**src/rtl/dma_write_control_if.sv**
```systemverilog
// rtl/dma_write_control_if.sv - AXI4-Lite bus bundle between the DMA write control block and the HP port
interface dma_write_control_if #(
  parameter int C_ADDR_WIDTH = 32,
  parameter int C_DATA_WIDTH = 32
) ();
  logic [C_ADDR_WIDTH-1:0]   awaddr;
  logic [2:0]                awprot;
  logic                      awvalid;
  logic                      awready;
  logic [C_DATA_WIDTH-1:0]   wdata;
  logic [C_DATA_WIDTH/8-1:0] wstrb;
  logic                      wvalid;
  logic                      wready;
  logic [1:0]                bresp;
  logic                      bvalid;
  logic                      bready;
  logic [C_ADDR_WIDTH-1:0]   araddr;
  logic [2:0]                arprot;
  logic                      arvalid;
  logic                      arready;
  logic [C_DATA_WIDTH-1:0]   rdata;
  logic [1:0]                rresp;
  logic                      rvalid;
  logic                      rready;

  modport master (
    output awaddr, awprot, awvalid, input awready,
    output wdata, wstrb, wvalid, input wready,
    input bresp, bvalid, output bready,
    output araddr, arprot, arvalid, input arready,
    input rdata, rresp, rvalid, output rready
  );

  modport slave (
    input awaddr, awprot, awvalid, output awready,
    input wdata, wstrb, wvalid, output wready,
    output bresp, bvalid, input bready,
    input araddr, arprot, arvalid, output arready,
    output rdata, rresp, rvalid, input rready
  );
endinterface

```
**src/rtl/dma_write_control.sv**
```systemverilog
// rtl/dma_write_control.sv - AXI4-Lite master draining a word stream into DDR, one single-beat write per word
module dma_write_control #(
  parameter int         C_M00_AXI_ADDR_WIDTH = 32,
  parameter int         C_M00_AXI_DATA_WIDTH = 32,
  parameter logic [2:0] C_M00_AXI_AWPROT     = 3'b000
) (
  input  logic                m00_axi_aclk,
  input  logic                m00_axi_aresetn,
  input  logic [31:0]         dma_da_config,
  input  logic [25:0]         dma_length_config,
  input  logic                dma_write_start,
  input  logic [31:0]         dma_wdata,
  input  logic                dma_wdata_valid,
  output logic                dma_wdata_ready,
  output logic                dma_write_irq,
  output logic                dma_write_err,
  output logic                dma_idle,
  dma_write_control_if.master m00_axi
);

  typedef enum logic [2:0] {
    S_IDLE  = 3'd0,
    S_FETCH = 3'd1,
    S_WRITE = 3'd2,
    S_RESP  = 3'd3,
    S_DONE  = 3'd4
  } state_t;

  state_t                            r_state;
  state_t                            w_next_state;
  logic [C_M00_AXI_ADDR_WIDTH-1:0]   r_addr;
  logic [23:0]                       r_remain;
  logic                              r_aw_done;
  logic                              r_w_done;
  logic [C_M00_AXI_ADDR_WIDTH-1:0]   r_awaddr;
  logic [C_M00_AXI_DATA_WIDTH-1:0]   r_wdata;
  logic                              r_awvalid;
  logic                              r_wvalid;
  logic                              r_err;
  logic                              w_bready;
  logic [23:0]                       w_len_words;
  logic                              w_unused_ok;

  // Byte length rounded down to whole words; partial trailing bytes are dropped
  assign w_len_words = dma_length_config[25:2];

  assign m00_axi.awaddr  = r_awaddr;
  assign m00_axi.awprot  = C_M00_AXI_AWPROT;
  assign m00_axi.awvalid = r_awvalid;
  assign m00_axi.wdata   = r_wdata;
  assign m00_axi.wstrb   = '1;
  assign m00_axi.wvalid  = r_wvalid;
  assign m00_axi.bready  = w_bready;
  assign m00_axi.araddr  = '0;
  assign m00_axi.arprot  = 3'b000;
  assign m00_axi.arvalid = 1'b0;
  assign m00_axi.rready  = 1'b0;
  assign dma_write_err   = r_err;

  assign w_unused_ok = ^{dma_length_config[1:0], m00_axi.arready, m00_axi.rdata,
                         m00_axi.rresp, m00_axi.rvalid};

  // State register
  always_ff @(posedge m00_axi_aclk or negedge m00_axi_aresetn) begin
    if (!m00_axi_aresetn) begin
      r_state <= S_IDLE;
    end else begin
      r_state <= w_next_state;
    end
  end

  // Next-state decode and state-derived handshake/status outputs
  always_comb begin
    w_next_state    = r_state;
    dma_wdata_ready = 1'b0;
    w_bready        = 1'b0;
    dma_write_irq   = 1'b0;
    dma_idle        = 1'b0;
    case (r_state)
      S_IDLE: begin
        dma_idle = 1'b1;
        if (dma_write_start) begin
          w_next_state = (w_len_words == 24'd0) ? S_DONE : S_FETCH;
        end
      end
      S_FETCH: begin
        dma_wdata_ready = 1'b1;
        if (dma_wdata_valid) begin
          w_next_state = S_WRITE;
        end
      end
      S_WRITE: begin
        if (r_aw_done && r_w_done) begin
          w_next_state = S_RESP;
        end
      end
      S_RESP: begin
        w_bready = 1'b1;
        if (m00_axi.bvalid) begin
          w_next_state = (r_remain == 24'd1) ? S_DONE : S_FETCH;
        end
      end
      S_DONE: begin
        dma_write_irq = 1'b1;
        w_next_state  = S_IDLE;
      end
      default: begin
        w_next_state = S_IDLE;
      end
    endcase
  end

  // Transfer bookkeeping and AW/W channel drive; AW and W retire independently
  always_ff @(posedge m00_axi_aclk or negedge m00_axi_aresetn) begin
    if (!m00_axi_aresetn) begin
      r_addr    <= '0;
      r_remain  <= '0;
      r_aw_done <= 1'b0;
      r_w_done  <= 1'b0;
      r_awaddr  <= '0;
      r_wdata   <= '0;
      r_awvalid <= 1'b0;
      r_wvalid  <= 1'b0;
      r_err     <= 1'b0;
    end else begin
      case (r_state)
        S_IDLE: begin
          if (dma_write_start) begin
            r_addr   <= dma_da_config;
            r_remain <= w_len_words;
            r_err    <= 1'b0;
          end
        end
        S_FETCH: begin
          if (dma_wdata_valid) begin
            r_wdata   <= dma_wdata;
            r_awaddr  <= r_addr;
            r_awvalid <= 1'b1;
            r_wvalid  <= 1'b1;
          end
        end
        S_WRITE: begin
          if (r_awvalid && m00_axi.awready) begin
            r_awvalid <= 1'b0;
            r_aw_done <= 1'b1;
          end
          if (r_wvalid && m00_axi.wready) begin
            r_wvalid <= 1'b0;
            r_w_done <= 1'b1;
          end
          if (r_aw_done && r_w_done) begin
            r_aw_done <= 1'b0;
            r_w_done  <= 1'b0;
          end
        end
        S_RESP: begin
          if (m00_axi.bvalid) begin
            if (m00_axi.bresp != 2'b00) begin
              r_err <= 1'b1;
            end
            r_addr   <= r_addr + C_M00_AXI_ADDR_WIDTH'(4);
            r_remain <= r_remain - 24'd1;
          end
        end
        default: begin
        end
      endcase
    end
  end

endmodule

```
**src/flat_wrapper.sv**
```systemverilog
// flat-port wrapper written by rule: the top's interface ports become plain ports
module dma_write_control_flat 
#(
  parameter int         C_M00_AXI_ADDR_WIDTH = 32,
  parameter int         C_M00_AXI_DATA_WIDTH = 32,
  parameter logic [2:0] C_M00_AXI_AWPROT     = 3'b000
)
  (m00_axi_aclk, m00_axi_aresetn, dma_da_config, dma_length_config, dma_write_start, dma_wdata, dma_wdata_valid, dma_wdata_ready, dma_write_irq, dma_write_err, dma_idle, m00_axi_awaddr, m00_axi_awprot, m00_axi_awvalid, m00_axi_awready, m00_axi_wdata, m00_axi_wstrb, m00_axi_wvalid, m00_axi_wready, m00_axi_bresp, m00_axi_bvalid, m00_axi_bready, m00_axi_araddr, m00_axi_arprot, m00_axi_arvalid, m00_axi_arready, m00_axi_rdata, m00_axi_rresp, m00_axi_rvalid, m00_axi_rready);
  dma_write_control_if m00_axi_i ();
  input  logic m00_axi_aclk;
  input  logic m00_axi_aresetn;
  input  logic [31:0] dma_da_config;
  input  logic [25:0] dma_length_config;
  input  logic dma_write_start;
  input  logic [31:0] dma_wdata;
  input  logic dma_wdata_valid;
  output logic dma_wdata_ready;
  output logic dma_write_irq;
  output logic dma_write_err;
  output logic dma_idle;
  output wire logic [$bits(m00_axi_i.awaddr)-1:0] m00_axi_awaddr;
  output wire logic [$bits(m00_axi_i.awprot)-1:0] m00_axi_awprot;
  output wire logic [$bits(m00_axi_i.awvalid)-1:0] m00_axi_awvalid;
  input wire logic [$bits(m00_axi_i.awready)-1:0] m00_axi_awready;
  output wire logic [$bits(m00_axi_i.wdata)-1:0] m00_axi_wdata;
  output wire logic [$bits(m00_axi_i.wstrb)-1:0] m00_axi_wstrb;
  output wire logic [$bits(m00_axi_i.wvalid)-1:0] m00_axi_wvalid;
  input wire logic [$bits(m00_axi_i.wready)-1:0] m00_axi_wready;
  input wire logic [$bits(m00_axi_i.bresp)-1:0] m00_axi_bresp;
  input wire logic [$bits(m00_axi_i.bvalid)-1:0] m00_axi_bvalid;
  output wire logic [$bits(m00_axi_i.bready)-1:0] m00_axi_bready;
  output wire logic [$bits(m00_axi_i.araddr)-1:0] m00_axi_araddr;
  output wire logic [$bits(m00_axi_i.arprot)-1:0] m00_axi_arprot;
  output wire logic [$bits(m00_axi_i.arvalid)-1:0] m00_axi_arvalid;
  input wire logic [$bits(m00_axi_i.arready)-1:0] m00_axi_arready;
  input wire logic [$bits(m00_axi_i.rdata)-1:0] m00_axi_rdata;
  input wire logic [$bits(m00_axi_i.rresp)-1:0] m00_axi_rresp;
  input wire logic [$bits(m00_axi_i.rvalid)-1:0] m00_axi_rvalid;
  output wire logic [$bits(m00_axi_i.rready)-1:0] m00_axi_rready;
  assign m00_axi_awaddr = m00_axi_i.awaddr;
  assign m00_axi_awprot = m00_axi_i.awprot;
  assign m00_axi_awvalid = m00_axi_i.awvalid;
  assign m00_axi_i.awready = m00_axi_awready;
  assign m00_axi_wdata = m00_axi_i.wdata;
  assign m00_axi_wstrb = m00_axi_i.wstrb;
  assign m00_axi_wvalid = m00_axi_i.wvalid;
  assign m00_axi_i.wready = m00_axi_wready;
  assign m00_axi_i.bresp = m00_axi_bresp;
  assign m00_axi_i.bvalid = m00_axi_bvalid;
  assign m00_axi_bready = m00_axi_i.bready;
  assign m00_axi_araddr = m00_axi_i.araddr;
  assign m00_axi_arprot = m00_axi_i.arprot;
  assign m00_axi_arvalid = m00_axi_i.arvalid;
  assign m00_axi_i.arready = m00_axi_arready;
  assign m00_axi_i.rdata = m00_axi_rdata;
  assign m00_axi_i.rresp = m00_axi_rresp;
  assign m00_axi_i.rvalid = m00_axi_rvalid;
  assign m00_axi_rready = m00_axi_i.rready;
  dma_write_control #(.C_M00_AXI_ADDR_WIDTH(C_M00_AXI_ADDR_WIDTH), .C_M00_AXI_DATA_WIDTH(C_M00_AXI_DATA_WIDTH), .C_M00_AXI_AWPROT(C_M00_AXI_AWPROT)) u_core (.m00_axi_aclk(m00_axi_aclk), .m00_axi_aresetn(m00_axi_aresetn), .dma_da_config(dma_da_config), .dma_length_config(dma_length_config), .dma_write_start(dma_write_start), .dma_wdata(dma_wdata), .dma_wdata_valid(dma_wdata_valid), .dma_wdata_ready(dma_wdata_ready), .dma_write_irq(dma_write_irq), .dma_write_err(dma_write_err), .dma_idle(dma_idle), .m00_axi(m00_axi_i));
endmodule
```
**config.mk**
```make
export PLATFORM = sky130hd
export DESIGN_NAME = dma_write_control_flat
export DESIGN_NICKNAME = d
export VERILOG_FILES = /design/src/rtl/dma_write_control_if.sv /design/src/rtl/dma_write_control.sv /design/src/flat_wrapper.sv
export SDC_FILE = /design/constraint.sdc
export NUM_CORES = 1
export LEC_CHECK = 0
export CAP_MARGIN = 20
export CORE_UTILIZATION = 45
export CTS_BUF_LIST = sky130_fd_sc_hd__clkbuf_16
export CTS_CLUSTER_SIZE = 16
export DETAILED_ROUTE_END_ITERATION = 7
export GPL_TIMING_DRIVEN = 0
export HOLD_SLACK_MARGIN = 0.12
export PLACE_DENSITY_LB_ADDON = 0.2
export SETUP_SLACK_MARGIN = 0.1
export SYNTH_ARGS = -nofsm -noshare
export SYNTH_HDL_FRONTEND = slang
export SYNTH_SLANG_ARGS = --single-unit
```
**constraint.sdc**
```tcl
create_clock -name m00_axi_aclk -period 3 [get_ports m00_axi_aclk]
set_clock_uncertainty 0.1 [all_clocks]
set_input_delay 0.45 -clock m00_axi_aclk [delete_from_list [all_inputs] [get_ports m00_axi_aclk]]
set_output_delay 0.45 -clock m00_axi_aclk [all_outputs]
set_load 0.005 [all_outputs]
```
After elaboration in Yosys (flattened, before gate mapping). Cells that the tools add are included.

$add $sub $neg: 2. Equal/unequal tests: 12. Muxes and demuxes: 30. Reduce and logical (&&, ||, !) cells: 18.

Operators by type and width (count): $mux 32 (2); $pmux 32 s2 (1); $mux 24 (2); $pmux 24 s2 (1); $add 32x3->32 const B (1); $eq 24x1->1 const B (1); $logic_not 24->1 (1); $sub 24x1->24 const B (1); $mux 3 (6); $mux 1 (14); $pmux 3 s4 (1); $reduce_bool 2->1 (5); $reduce_and 3->1 (3); $ne 2x1->1 const B (4); $reduce_and 4->1 (2); $eq 3x2->1 const B (2); $ne 2x2->1 const B (3); $pmux 1 s2 (3); $reduce_and 2->1 (3); $eq 3x1->1 const B (1); $eq 3x3->1 const B (1); $logic_and 1x1->1 (3); $logic_not 3->1 (1).

Flip-flop bits (word level): 128. Input port bits: 135. Output and inout bits: 115. Word-level logic and storage cells: 72.

Longest topological paths before layout.
Word-level depth: 4. Depth in mapped cells: 9. Gate-level depth less buffers: 7.

Least setup slack after synthesis. OpenSTA, ideal clock, no wires.

Path kind: register to register. Start: register u_core.r_remain[0]. End: register u_core.r_remain[18]. Arrival time: 2.239 ns. Required time: 2.779 ns. Slack: 0.540 ns. Cell stages (with the launch flop): 10. Buffers on the path: 2. Clock period less this slack: 2.460 ns. Path through: dfrtp_1 -> clkbuf_1 -> inv_1 -> ha_1 -> or4b_1 -> or4_1 -> buf_2 -> nor4_4 -> a31oi_1 -> o22a_1.

Word-level cells in the longest chain between the ends: 3.

RTL lines: start, declared (line dma_write_control.sv:32) `logic [23:0] r_remain;`; start signal, assigned (line dma_write_control.sv:130) `r_remain <= w_len_words;`; start signal, assigned (line dma_write_control.sv:162) `r_remain <= r_remain - 24'd1;`; $sub 24x1->24 (line dma_write_control.sv:162); $mux 24 (line dma_write_control.sv:157) `if (m00_axi.bvalid) begin`; $pmux 24 s2 (line dma_write_control.sv:126) `case (r_state)`.

No other way between the ends. The select of a mux whose other input is x is not followed. A chain may end at the register's enable or synchronous reset.

Final worst setup path.
Start: register u_core.r_state[2]. End: register u_core.r_awaddr[24] (netlist: u_core.m00_axi.awaddr[24]).

Word-level cells in the longest chain between the ends: 2.

RTL lines: start, declared (line dma_write_control.sv:29) `state_t r_state;`; start signal, assigned (line dma_write_control.sv:68) `r_state <= w_next_state;`; $eq 3x1->1 (line dma_write_control.sv:126); $reduce_and 2->1 (no source line); end signal, assigned (line dma_write_control.sv:137) `r_awaddr <= r_addr;`; end, declared (line dma_write_control.sv:35) `logic [C_M00_AXI_ADDR_WIDTH-1:0] r_awaddr;`.

No other way between the ends.

==> results.yml <==
placed_design:
  place_area_um2: 8760
  portBuffers: 166
  placed_cells: 1066
  dp_hpwl_um: 14500
  gp_congestion: 0.901
global_routing:
  antenna_found_initial: 0
  grt_pass1_vias: 6085
  grt_max_degree: 92
  grt_use_total_pct: 27.7
  overflow: 0
  grt_first_pass_wirelength_um: 31600
layout:
  stdcell_count: 1100
  nNetsFinal: 1041
  diodes: 0
  utilization_pct: 64.8
  area_delta_synth_final_pct: 40.9
  finalInstanceArea_um2: 9420
  drive_above_1_share_pct: 18.3
  fillerInstances: 1201
detailed_routing:
  drt_iter0_markers: 615
  drc: 0
  wl_um: 20300
  viasPerCell: 5.64
  wl_per_cell_um: 18.4
  num_vias: 6204
  antenna_left: 0
  first_pass_iters: 5
timing:
  rsz0062_at_grt: "false"
  period_share_pct: 93.4
  maxSlewViolCount: 0
  final-hold-violation-count: 0
  slew_headroom_pct: 50.4
  finalSetupViolCount: 0
  min_period_ns: 2.80
  max_freq_mhz: 357
  worst_slew_pin_slew_ns: 0.738
synth:
  synth_area_um2: 6690
  syn-instance-count: 673
  synthTopCellsByArea: "dfrtp_1 48%, mux2_2 11%, buf_4 5.1%"
  synthArstFlopShare_pct: 100
  yosysTopAreaCell: "dfrtp_1"
  seq_area_frac_synth_pct: 47.9
  synth.most_common_cell: "dfrtp_1"
  ys_top_cells_by_count: "128 x dfrtp_1, 64 x mux2_2, 55 x nor2_1, 54 x nand2_1"
  yosysUniqueCellTypes: 61
  yosysTopAreaCellShare_pct: 47.9
  synth-edff-count: 0
  syn_area_per_cell_um2: 9.94
  synth_top_flop_cell: "dfrtp_1"
  ys_ff_latch: 128
  yosys_warnings: 0
power_and_ir_drop:
  peakVddDrop_uv: 616
  powerDensity_nw_per_um2: 1020
  leakagePower_nw: 3.90
worst_setup_path:
  endpoint_kind: "register"
  crit_chain: "clkbuf_1 > nor3_2 > clkbuf_1 > buf_2 > mux2_2"
  worst_path_most_repeated_cell: "clkbuf_1"
  path_max_fanout: 10
  crit_buf_inv: 3
  worstSetupPathType: "register to register"
  crit_arrival_ns: 2.99
  critPathRequiredTime_ns: 3.19
  cpMaxStageDelayCell: "nor3_2"
  path_delay_family: "buffers and inverters"
  crit_path_max_incr_delay_ns: 0.64
  startpoint_type: "register"
clock_tree:
  cts_max_path_buffers: 2
  cts_num_sinks: 128
  htreeDepth: 4
  clk_latency_ns: 0.41
  path_clk_slew_ns: 0.06
  cts-buffers-inserted: 17
  cts_tree: "built"
  cts_root_buf: "clkbuf_16"
floorplan:
  die_x_um: 124
  die_h_um: 124
  start_util_pct: 46.0
  pin_count: 250
  rows: 44
  dieArea_um2: 15400
  core_area_um2: 14500
flow_run:
  cap_viol_max_count: 0
min_path:
  hp-class: "register to register"
run_status:
  status: "finished clean"
==> registers in the layout (all words and copies together), names as in the netlist <==
signal,flops
u_core.r_remain,24
u_core.m00_axi.wvalid,1
u_core.m00_axi.wdata,32
u_core.r_w_done,1
u_core.r_addr,32
u_core.dma_write_err,1
u_core.m00_axi.awvalid,1
u_core.r_aw_done,1
u_core.m00_axi.awaddr,32
u_core.r_state,3
==> report_power, final <==
group	internal (mW)	switching (mW)	leakage (nW)
Combinational	2.17	1.99	2.11
Sequential	2.59	0.737	1.49
Clock	1.37	0.745	0.300
==> cells by family (layout without fill, tap and decap cells) <==
family	after synthesis	after routing	synth area share (%)
buf+inv	93	294	8.01
simple gates	220	220	16.9
mux	68	68	11.4
other cells	2	44	0.112
fa+ha+maj	3	3	0.561
compound gates	159	159	15.1
flops	128	128	47.9
==> repair_timing <==
item,4_1_cts,5_1_grt
hold buffers,1,0
buffers inserted,1,0
endpoints found under the hold margin,37,0
pin swaps,1,0
setup endpoints to repair,39,13
gates resized for setup,5,8
==> tightest hold or removal path, stage by stage, from the launching register on <==
cell and delay (ns):
dfrtp_1 0.34, nand2_1 0.05, nand2_1 0.05
==> area by class of cell <==
type	count	area, um2	area share (%)
well taps	184	230	2.44
repair buffers	169	1710	18.1
flip-flops and latches	128	3200	34.0
multi-input cells	494	3130	33.2
clock buffers	17	425	4.52
plain buffers	87	527	5.59
inverters	6	22.5	0.239
clock inverters	15	178	1.89
==> metrics by stage <==
stage	hold WS, ns	TNS [ns]	total power [mW]	setup WS, ns
global route	0.415	0	10.2	0.103
finish	0.382	0	9.61	0.198
CTS	0.391	0	9.59	0.125
global placement	0.353	-477.56	7.26	-3.66
detailed placement	0.278	-15.32	7.41	-0.390
floorplan	0.0544	0	5.43	0.540
==> cell usage in the layout (no fill, tap or decap), drive strengths merged, types with 4 or more instances in the layout <==
cell type      netlist  final
clkdlybuf4s50        0    165
clkbuf              22     38
and3                 8      8
o22ai               10     10
o2bb2ai              6      6
nand4               13     13
o211ai               4      4
and2                 4      4
nand3               15     15
mux2i                4      4
a22oi                7      7
a21oi               45     45
a31oi                9      9
o21ai               38     38
nand2               54     54
nor3b                4      4
nor2                56     56
a211oi               5      5
mux2                64     64
clkinv               0      5
bufinv               0      4
a32oi                5      5
inv                  6      9
conb                 2     44
dfrtp              128    128
nor4                17     17
buf                 65     69
o21a                 4      4
nor3                19     19
o22a                 5      5
or3                  5      5
or4                  5      5
==> worst paths after layout <==
path                                        start                   endpoint  slack [ns]  cells after the start
worst max-delay path            u_core.r_state[2]  u_core.m00_axi.awaddr[24]        0.20                      5
worst max register to register  u_core.r_state[2]  u_core.m00_axi.awaddr[24]        0.20                      5
min in group asynchronous         m00_axi_aresetn   u_core.m00_axi.wdata[16]        0.40                      2
worst min register to register   u_core.r_addr[0]           u_core.r_addr[0]        0.38                      2
max in group asynchronous         m00_axi_aresetn          u_core.r_addr[30]        1.64                      3
worst min-delay path             u_core.r_addr[0]           u_core.r_addr[0]        0.38                      2
==> per-layer routing <==
metal / vias up / part of all wire (%) / track usage (%) / wire [um]
met4: 0 / 1.7 / 9.08 / 340
met2: 367 / 48 / 45.1 / 9780
met5: - / 0 / 0 / 0
met1: 2957 / 41 / 35.9 / 8210
met3: 38 / 9.5 / 7.01 / 1920
li1: 2842 / - / - / -
Power figures use the tool's default switching activity.
